$ cat config.mk
export PLATFORM = sky130hd
export DESIGN_NAME = move_ctrl
export DESIGN_NICKNAME = d
export VERILOG_FILES = /design/src/rtl/move_ctrl_pkg.sv /design/src/rtl/move_ctrl_step_div.sv /design/src/rtl/move_ctrl.sv
export SDC_FILE = /design/constraint.sdc
export NUM_CORES = 1
export LEC_CHECK = 0
export BUFFER_PORTS_ARGS = -buffer_cell sky130_fd_sc_hd__clkbuf_2
export CAP_MARGIN = 30
export CORE_ASPECT_RATIO = 0.6
export CORE_UTILIZATION = 50
export CTS_CLUSTER_SIZE = 8
export DETAILED_ROUTE_END_ITERATION = 7
export HOLD_SLACK_MARGIN = 0.05
export PLACE_DENSITY = 0.7
export SYNTH_ARGS = -nofsm -noshare
export SYNTH_HDL_FRONTEND = slang
export SYNTH_HIERARCHICAL = 1
export SYNTH_SLANG_ARGS = --single-unit
$ cat constraint.sdc
create_clock -name clk -period 5 [get_ports clk]
set_clock_uncertainty 0.1 [all_clocks]
set_input_delay 0 -clock clk [delete_from_list [all_inputs] [get_ports clk]]
set_output_delay 0 -clock clk [all_outputs]
set_load 0.01 [all_outputs]
$ cat src/rtl/move_ctrl_pkg.sv
// move_ctrl_pkg -- shared types and constants for the motion sequencer.
//   state_e   : sequencer states (IDLE, RUN_x, SETTLE_x)
//   OPER_*    : step command encoding driven onto the tracker's oper[1:0]
//   sat_inc8  : saturating 8-bit increment used by the reversal counter
package move_ctrl_pkg;

    typedef enum logic [2:0] {
        S_IDLE       = 3'd0,
        S_RUN_INC    = 3'd1,
        S_RUN_DEC    = 3'd2,
        S_SETTLE_INC = 3'd3,
        S_SETTLE_DEC = 3'd4
    } state_e;

    localparam logic [1:0] OPER_HOLD = 2'b00;
    localparam logic [1:0] OPER_DEC  = 2'b01;
    localparam logic [1:0] OPER_INC  = 2'b10;

    function automatic logic [7:0] sat_inc8(input logic [7:0] v);
        return (v == 8'hFF) ? v : v + 8'd1;
    endfunction

endpackage

$ cat src/rtl/move_ctrl_step_div.sv
// step_div -- programmable step-period divider.
//   clk, reset : clock, asynchronous active-high reset
//   clr        : force count to 0 (wins over run)
//   run        : advance count; when low the count is frozen
//   period     : clocks per tick, must be >= 1
//   tick       : high while running and count is at period-1
module step_div #(
    parameter int DIV_W = 16
) (
    input  logic             clk,
    input  logic             reset,
    input  logic             clr,
    input  logic             run,
    input  logic [DIV_W-1:0] period,
    output logic             tick
);

    logic [DIV_W-1:0] count_q, count_d;

    // >= rather than == so a count left above a shortened period still wraps.
    assign tick = run && (count_q >= period - DIV_W'(1));

    always_comb begin
        count_d = count_q;
        if (clr)
            count_d = '0;
        else if (run)
            count_d = tick ? '0 : count_q + DIV_W'(1);
    end

    always_ff @(posedge clk or posedge reset) begin
        if (reset) count_q <= '0;
        else       count_q <= count_d;
    end

endmodule

$ cat src/rtl/move_ctrl.sv
// move_ctrl -- motion sequencer feeding oper[1:0] of the bounded position
// tracker. Emits one-cycle INC/DEC pulses every cur_div clocks and reverses
// direction on the tracker's registered x_max/x_min flags.
//   clk, reset      : clock, asynchronous active-high reset
//   start / stop    : pulses; start latches speed_div/dir_init (IDLE only)
//   en              : level; low freezes divider and state, no step pulses
//   dir_init        : 1 = first run increments
//   speed_div       : clocks per step (0 behaves as 1)
//   x_min / x_max   : bound flags fed back from the tracker
//   oper            : 10 INC, 01 DEC, 00 HOLD (registered)
//   dir, busy       : current direction (1 = INC), state != IDLE
//   bounces         : reversals since start, saturating at 255
// Build option: MOVE_ACCEL_EN shortens the step period on every reversal,
// down to MIN_DIV, by ACCEL_STEP.
module move_ctrl
    import move_ctrl_pkg::*;
#(
    parameter int DIV_W      = 16,
    parameter int MIN_DIV    = 4,
    parameter int ACCEL_STEP = 8
) (
    input  logic             clk,
    input  logic             reset,
    input  logic             start,
    input  logic             stop,
    input  logic             en,
    input  logic             dir_init,
    input  logic [DIV_W-1:0] speed_div,
    input  logic             x_min,
    input  logic             x_max,
    output logic [1:0]       oper,
    output logic             dir,
    output logic             busy,
    output logic [7:0]       bounces
);

    if (MIN_DIV < 1 || ACCEL_STEP < 1) begin : g_bad_cfg
        $error("move_ctrl: MIN_DIV and ACCEL_STEP must be >= 1");
    end

    state_e           state_q;
    logic [DIV_W-1:0] cur_div_q;
    logic [1:0]       oper_q;
    logic             dir_q;
    logic [7:0]       bounces_q;

    logic launch, rev_inc, rev_dec, settle_exit, run, clr, tick;
    logic [DIV_W-1:0] rev_div;

    assign launch = (state_q == S_IDLE) && start;

    // Both flags set is a tracker misconfig: x_min wins, always head to INC.
    // A flag that only means "tracker reloaded itself" is ignored.
    assign rev_inc = ((state_q == S_RUN_DEC) && x_min) ||
                     ((state_q == S_RUN_INC) && x_min && x_max);
    assign rev_dec = (state_q == S_RUN_INC) && x_max && !x_min;

    // SETTLE holds until the flag that caused the reversal drops, which
    // absorbs the tracker's one-cycle flag lag.
    assign settle_exit = ((state_q == S_SETTLE_INC) && !x_min) ||
                         ((state_q == S_SETTLE_DEC) && !x_max);

    assign run = en && (state_q != S_IDLE);
    assign clr = stop || launch || (en && settle_exit);

`ifdef MOVE_ACCEL_EN
    localparam logic [DIV_W-1:0] FLOOR = DIV_W'(MIN_DIV);
    localparam logic [DIV_W-1:0] STEP  = DIV_W'(ACCEL_STEP);
    // Saturating subtract; a period already at/below the floor is kept.
    always_comb begin
        rev_div = cur_div_q;
        if (cur_div_q > FLOOR + STEP) rev_div = cur_div_q - STEP;
        else if (cur_div_q > FLOOR)   rev_div = FLOOR;
    end
`else
    assign rev_div = cur_div_q;
`endif

    step_div #(.DIV_W(DIV_W)) u_div (
        .clk    (clk),
        .reset  (reset),
        .clr    (clr),
        .run    (run),
        .period (cur_div_q),
        .tick   (tick)
    );

    always_ff @(posedge clk or posedge reset) begin
        if (reset) begin
            state_q   <= S_IDLE;
            cur_div_q <= DIV_W'(1);
            oper_q    <= OPER_HOLD;
            dir_q     <= 1'b0;
            bounces_q <= 8'd0;
        end else begin
            oper_q <= OPER_HOLD;
            if (stop) begin
                state_q <= S_IDLE;
            end else if (launch) begin
                cur_div_q <= (speed_div == '0) ? DIV_W'(1) : speed_div;
                bounces_q <= 8'd0;
                dir_q     <= dir_init;
                state_q   <= dir_init ? S_RUN_INC : S_RUN_DEC;
            end else if (en) begin
                if (rev_inc || rev_dec) begin
                    // A tick coinciding with a reversal is dropped here.
                    state_q   <= rev_inc ? S_SETTLE_INC : S_SETTLE_DEC;
                    dir_q     <= rev_inc;
                    bounces_q <= sat_inc8(bounces_q);
                    cur_div_q <= rev_div;
                end else if (settle_exit) begin
                    state_q <= (state_q == S_SETTLE_INC) ? S_RUN_INC : S_RUN_DEC;
                end else if (tick) begin
                    if (state_q == S_RUN_INC)      oper_q <= OPER_INC;
                    else if (state_q == S_RUN_DEC) oper_q <= OPER_DEC;
                end
            end
        end
    end

    assign oper    = oper_q;
    assign dir     = dir_q;
    assign busy    = (state_q != S_IDLE);
    assign bounces = bounces_q;

endmodule

# Yosys cells after proc, flatten, opt, wreduce, memory -nomap -nowiden
# Cells that the tools add are included.
[op_classes] add_sub_neg=3 n_lt_le_gt_ge=1 n_eq_ne=6 n_mux=27 n_bitwise=1 reduce_logical=30
[ops] operator="16-bit two-way mux" n=4
[ops] operator="8-bit two-way mux" n=4
[ops] operator="2-bit two-way mux" n=9
[ops] operator="3-bit two-way mux" n=6
[ops] operator="16-bit by 1-bit adder with 16-bit output, second input constant" n=1
[ops] operator="16-bit >= comparator" n=1
[ops] operator="16-bit zero test" n=1
[ops] operator="16-bit by 1-bit subtractor with 16-bit output, second input constant" n=1
[ops] operator="1-bit logical AND" n=11
[ops] operator="8-bit by 1-bit adder with 8-bit output, second input constant" n=1
[ops] operator="8-bit == test, second input constant" n=1
[ops] operator="3-bit by 2-bit == test with 1-bit output, second input constant" n=2
[ops] operator="2-bit nonzero test" n=3
[ops] operator="3-bit nonzero test" n=2
[ops] operator="1-bit logical OR" n=5
[ops] operator="1-bit two-way mux" n=4
[ops] operator="2-bit AND reduction" n=2
[ops] operator="4-bit AND reduction" n=1
[ops] operator="4-bit nonzero test" n=1
[ops] operator="3-bit by 1-bit == test with 1-bit output, second input constant" n=1
[ops] operator="3-bit == test, second input constant" n=1
[ops] operator="3-bit zero test" n=1
[ops] operator="3-bit AND reduction" n=1
[ops] operator="1-bit zero test" n=2
[ops] operator="2 further kinds" n=2
[totals] register_bits=46 input_bits=24 out_inout_bits=12 word_cells=74

# Depth between registers and ports, before layout
[depth] depth_word=9 depth_mapped=15 mapped_depth_nobuf=13

# Modules after synthesis
# The synthesis kept the hierarchy.
[by_module_without_submodules] mod="move_ctrl" instances=1 cells_each=178 area_per_inst_um2=1641.6 seq_area_each_um2=752.0
[by_module_without_submodules] mod="step_div" instances=1 cells_each=175 area_per_inst_um2=1448.9 seq_area_each_um2=400.4

# Worst setup path after synthesis
# No wires, ideal clock.
[synth_path] path_kind="reg2reg" start="register cur_div_q[7]" end="register u_div.count_q[8]" setup_ns=0.083 arrival_ns=3.299 required_time_ns=4.817 path_slack_ns=1.518 path_stages_with_launch=12 path_buffers=1 period_less_slack_ns=3.482 path_cell_list="dfrtp_1 -> or4_4 -> or4_4 -> nor3_1 -> xnor2_1 -> ha_1 -> and4_1 -> a211oi_1 -> nand3_1 -> clkbuf_1 -> or3_1 -> o21ai_0"
[synth_via] elab_chain_cells=6
[synth_rtl] item="from (decl)" line_no="move_ctrl.sv:42" rtl="logic [DIV_W-1:0] cur_div_q;"
[synth_rtl] item="from (signal assigned)" line_no="move_ctrl.sv:100" rtl="cur_div_q <= (speed_div == '0) ? DIV_W'(1) : speed_div;"
[synth_rtl] item="from (signal assigned)" line_no="move_ctrl.sv:110" rtl="cur_div_q <= rev_div;"
[synth_rtl] item="16-bit by 1-bit subtractor with 16-bit output" line_no="move_ctrl_step_div.sv:21" rtl="assign tick = run && (count_q >= period - DIV_W'(1));"
[synth_rtl] item="16-bit >= comparator" line_no="move_ctrl_step_div.sv:21"
[synth_rtl] item="1-bit logical AND" line_no="move_ctrl_step_div.sv:21"
[synth_rtl] item="16-bit two-way mux" line_no="move_ctrl_step_div.sv:28" rtl="count_d = tick ? '0 : count_q + DIV_W'(1);"
[synth_rtl] item="16-bit two-way mux" line_no="move_ctrl_step_div.sv:27" rtl="else if (run)"
[synth_rtl] item="16-bit two-way mux" line_no="move_ctrl_step_div.sv:25" rtl="if (clr)"
[synth_rtl] item="to (signal assigned)" line_no="move_ctrl_step_div.sv:33" rtl="else count_q <= count_d;"
[synth_rtl] item="to (decl)" line_no="move_ctrl_step_div.sv:18" rtl="logic [DIV_W-1:0] count_q, count_d;"
# Every way passes these cells. The select of a mux whose other input is x is not followed.
# A chain may end at the register's enable or synchronous reset.

# Final worst setup path
[layout_path] start="register cur_div_q[7]" end="register u_div.count_q[15]"
# The elaborated chain is that of the path after synthesis.

==> run summary <==
- **P&R area growth vs syn** 18.3%
- **post-layout instance count excluding filler cells** 491
- **number of buffers created by CTS** 5
- **via count of the first global-routing pass** 2548
- **first drt pass iteration count** 4
- **TritonCTS clock tree** done
- **Skew-Pair Late Insertion Delay** 310 ps
- **cell area after technology mapping** 3090 sq um
- **x dimension of the die** 103 um
- **number of placed I/O pins** 36
- **Max Buffers Root-to-Sink** 2
- **Critical Path Max Stage Delay** 620 ps
- **Synth async-reset ratio** 100%
- **Worst Hold Class** in -> async
- **prevailing post-synth register cell** dfrtp_1
- **number of H-tree branching levels** 2
- **VDD IR-drop max** 0.000218 V
- **layout cells sized above 1** 14.4%
- **number of core rows** 21
- **r2r worst-path depth** 11
- **Post CTS Setup Buffer Count** 0
- **result of the run** finished, final reports clean
- **clock edge transition at the registers on the reported setup and hold paths** 100 ps
- **hold buffers post-CTS** 25
- **beginning of the worst register-to-register path** cur_div_q[7]$_DFFE_PP0P_
- **relative slew slack** 54.8%
- **total negative slack** 0 ps
- **placed insts** 458
- **post-layout util** 63.6%
- **Setup Viol. Count Final** 0
- **Register-to-Register Setup Slack** 890 ps
- **final critical-path required period** 4110 ps
- **synthesized area per cell** 8.75 sq um
- **worst r2r dst** u_div/count_q[15]$_DFFE_PP0P_
- **Vert. Die Dim** 62.9 um
- **Port Buffer Count** 35
- **Avg WL per Cell** 15.0 um
- **slowest stage cell, crit path** or4_1
- **data arrival at the endpoint of the critical path** 4250 ps
- **yosys warns** 6
- **cell count after synthesis** 353
- **count of buffering cells on the critical path with inverters included** 0
- **GRT Overall Usage** 24.4%
- **power after layout** 1.51 mW
- **effective utilization at floorplan** 53.7%
- **count of instances resized after the clock tree is built** 0
- **Core Region** 5750 sq um
- **vias per std cell** 5.66
- **fill cell total of the finished layout** 495
- **Synth Register Bits** 46
- **Final Max Slew Viols** 0
- **unrepaired setup endpoints after global routing** false
- **Final Routed Wirelength** 7.36 mm
- **critical path's top delay family** simple AND/OR/NAND/NOR gates
- **half-perimeter wire length of the detailed placement result** 5.44 mm
- **remaining antenna violation count after routing** 0
- **register area share after synthesis** 37.3%
- **post-route clock period utilization** 82.1%
- **setup slack at placement** 963 ps
- **global-route wire length before repair** 12.2 mm
- **pin count of the biggest net entering global routing** 31
- **startpoint class of the critical path** flip-flop
- **slew at the pin closest to its max-slew limit** 675 ps
- **number of synthesized flops with an enable pin** 0
- **GRT Residual Overflow** 0
- **Final Hold Violating Endpoints** 0
- **initial antenna violation count** 0
- **maximum frequency from static timing analysis** 0.244 GHz
- **count of unique library cells instantiated by Yosys** 58
- **Setup WS post-layout** 893 ps
- **root buffer cell** clkbuf_8
- **WS Path Type** reg -> reg
- **full die area** 6510 sq um
- **cell area power density** 413 nW/um^2
- **total number of nets in the final design** 453
- **Pleak** 1.68 nW
- **Max-Cap Viols** 0
- **Via Count** 2778
- **DRC violations left** 0
- **required time at the worst-slack endpoint** 5140 ps
- **antenna cells** 0
- **count of clock tree sinks** 46
- **Initial DRC Count** 174
- **CP max FO** 15
- **critical path capture point type** flip-flop
- **Cell Chain, Critical Path** or4_4 -> or4_4 -> nor3_1 -> xnor2_1 -> ha_1 -> a21oi_1 -> o21ai_0 -> a211oi_1 -> nand3_1 -> or4_1 -> nand3_1
- **final weighted congestion in routability-driven placement** 0.809
- **synthesized netlist net count** 396
registers in the layout, indices dropped and copies added, names as in the netlist:
name / flops
bounces: 8
cur_div_q: 16
dir: 1
oper: 2
state_q: 3
u_div/count_q: 16
power breakdown:
part           internal, mW  switching [mW]
Clock                 0.149           0.136
Combinational         0.287           0.359
Sequential            0.458           0.121
Total                 0.894           0.616
cell type report:
| type | instances | area, sq um | area share (%) |
|---|---|---|---|
| multi-input combinational | 282 | 1810 | 49.4 |
| clock inverter | 3 | 45.0 | 1.23 |
| inverter | 14 | 52.6 | 1.44 |
| tap | 80 | 100 | 2.74 |
| clock buffer | 5 | 68.8 | 1.88 |
| timing repair buffer | 61 | 433 | 11.8 |
| sequential | 46 | 1150 | 31.5 |
cell families after synthesis:
| family | share of synthesized area, % |
|---|---|
| AO/OA/AOI/OAI | 15.0 |
| AND/OR/NAND/NOR | 29.7 |
| buffers and inverters | 4.29 |
| XOR/XNOR | 4.25 |
| adder cells (fa/ha/maj) | 7.69 |
| multiplexers | 1.78 |
| flip-flops | 37.3 |
synthesized netlist by cell type (6+ instances only):
| library cell | number | share of area [%] |
|---|---|---|
| nand2_1 | 77 | 9.4 |
| dfrtp_1 | 45 | 36 |
| ha_1 | 19 | 7.7 |
| o21ai_0 | 19 | 3.1 |
| a21oi_1 | 15 | 2.4 |
| nand3_1 | 14 | 2.3 |
| inv_1 | 13 | 1.6 |
| nor2_1 | 12 | 1.5 |
| xnor2_1 | 11 | 3.1 |
| nor3_1 | 9 | 1.5 |
| nor4_1 | 7 | 1.4 |
| or3_1 | 7 | 1.4 |
| a31oi_1 | 6 | 1.2 |
| nor2b_1 | 6 | 1.2 |
cell usage in the layout, fill, tap and decap left out, types with 3 or more instances in the layout:
master,instances
or4_4,3
nor2_1,12
a22o_1,3
a211oi_1,3
nor2b_1,6
a41oi_1,3
inv_1,13
dfrtp_1,45
or4_1,4
xor2_1,4
clkbuf_2,35
nor3b_1,5
and4_1,4
clkbuf_8,5
mux2i_1,4
ha_1,19
and3_1,5
nor3_1,9
a21o_1,5
a21oi_1,15
o21ai_0,19
nand2_1,77
nand3_1,14
o211ai_1,5
nand2b_1,4
a31oi_1,6
nor4_1,7
dlygate4sd3_1,25
or3_1,7
xnor2_1,11
metal layers:
metal / GRT usage [%] / routed length, um
met5: 0 / 0
met4: 5.99 / 67
met3: 4.14 / 329
met2: 35.4 / 3120
met1: 37.1 / 3840
worst max-delay path by stage:
stage	start	endpoint	cells after the start
CTS	cur_div_q[7]$_DFFE_PP0P_	u_div/count_q[15]$_DFFE_PP0P_	10
detailed placement	cur_div_q[7]$_DFFE_PP0P_	u_div/count_q[15]$_DFFE_PP0P_	10
global placement	cur_div_q[7]$_DFFE_PP0P_	u_div/count_q[15]$_DFFE_PP0P_	10
global route	cur_div_q[7]$_DFFE_PP0P_	u_div/count_q[15]$_DFFE_PP0P_	10
floorplan	cur_div_q[7]$_DFFE_PP0P_	u_div/count_q[8]$_DFFE_PP0P_	11
finish	cur_div_q[7]$_DFFE_PP0P_	u_div/count_q[15]$_DFFE_PP0P_	11
worst min-delay path, stage by stage:
cell,delay [ps]
dlygate4sd3_1,530
clkbuf_2,110
inv_1,40
buf_4,340
per-stage QoR:
stage | hold slack, ps | instance area, sq um
floorplan | -186 | 3090
global placement | -7.48 | 3290
detailed placement | -6.16 | 3290
CTS | 198 | 3660
global route | 245 | 3660
finish | 198 | 3660
(Power assumes the default switching activity.)
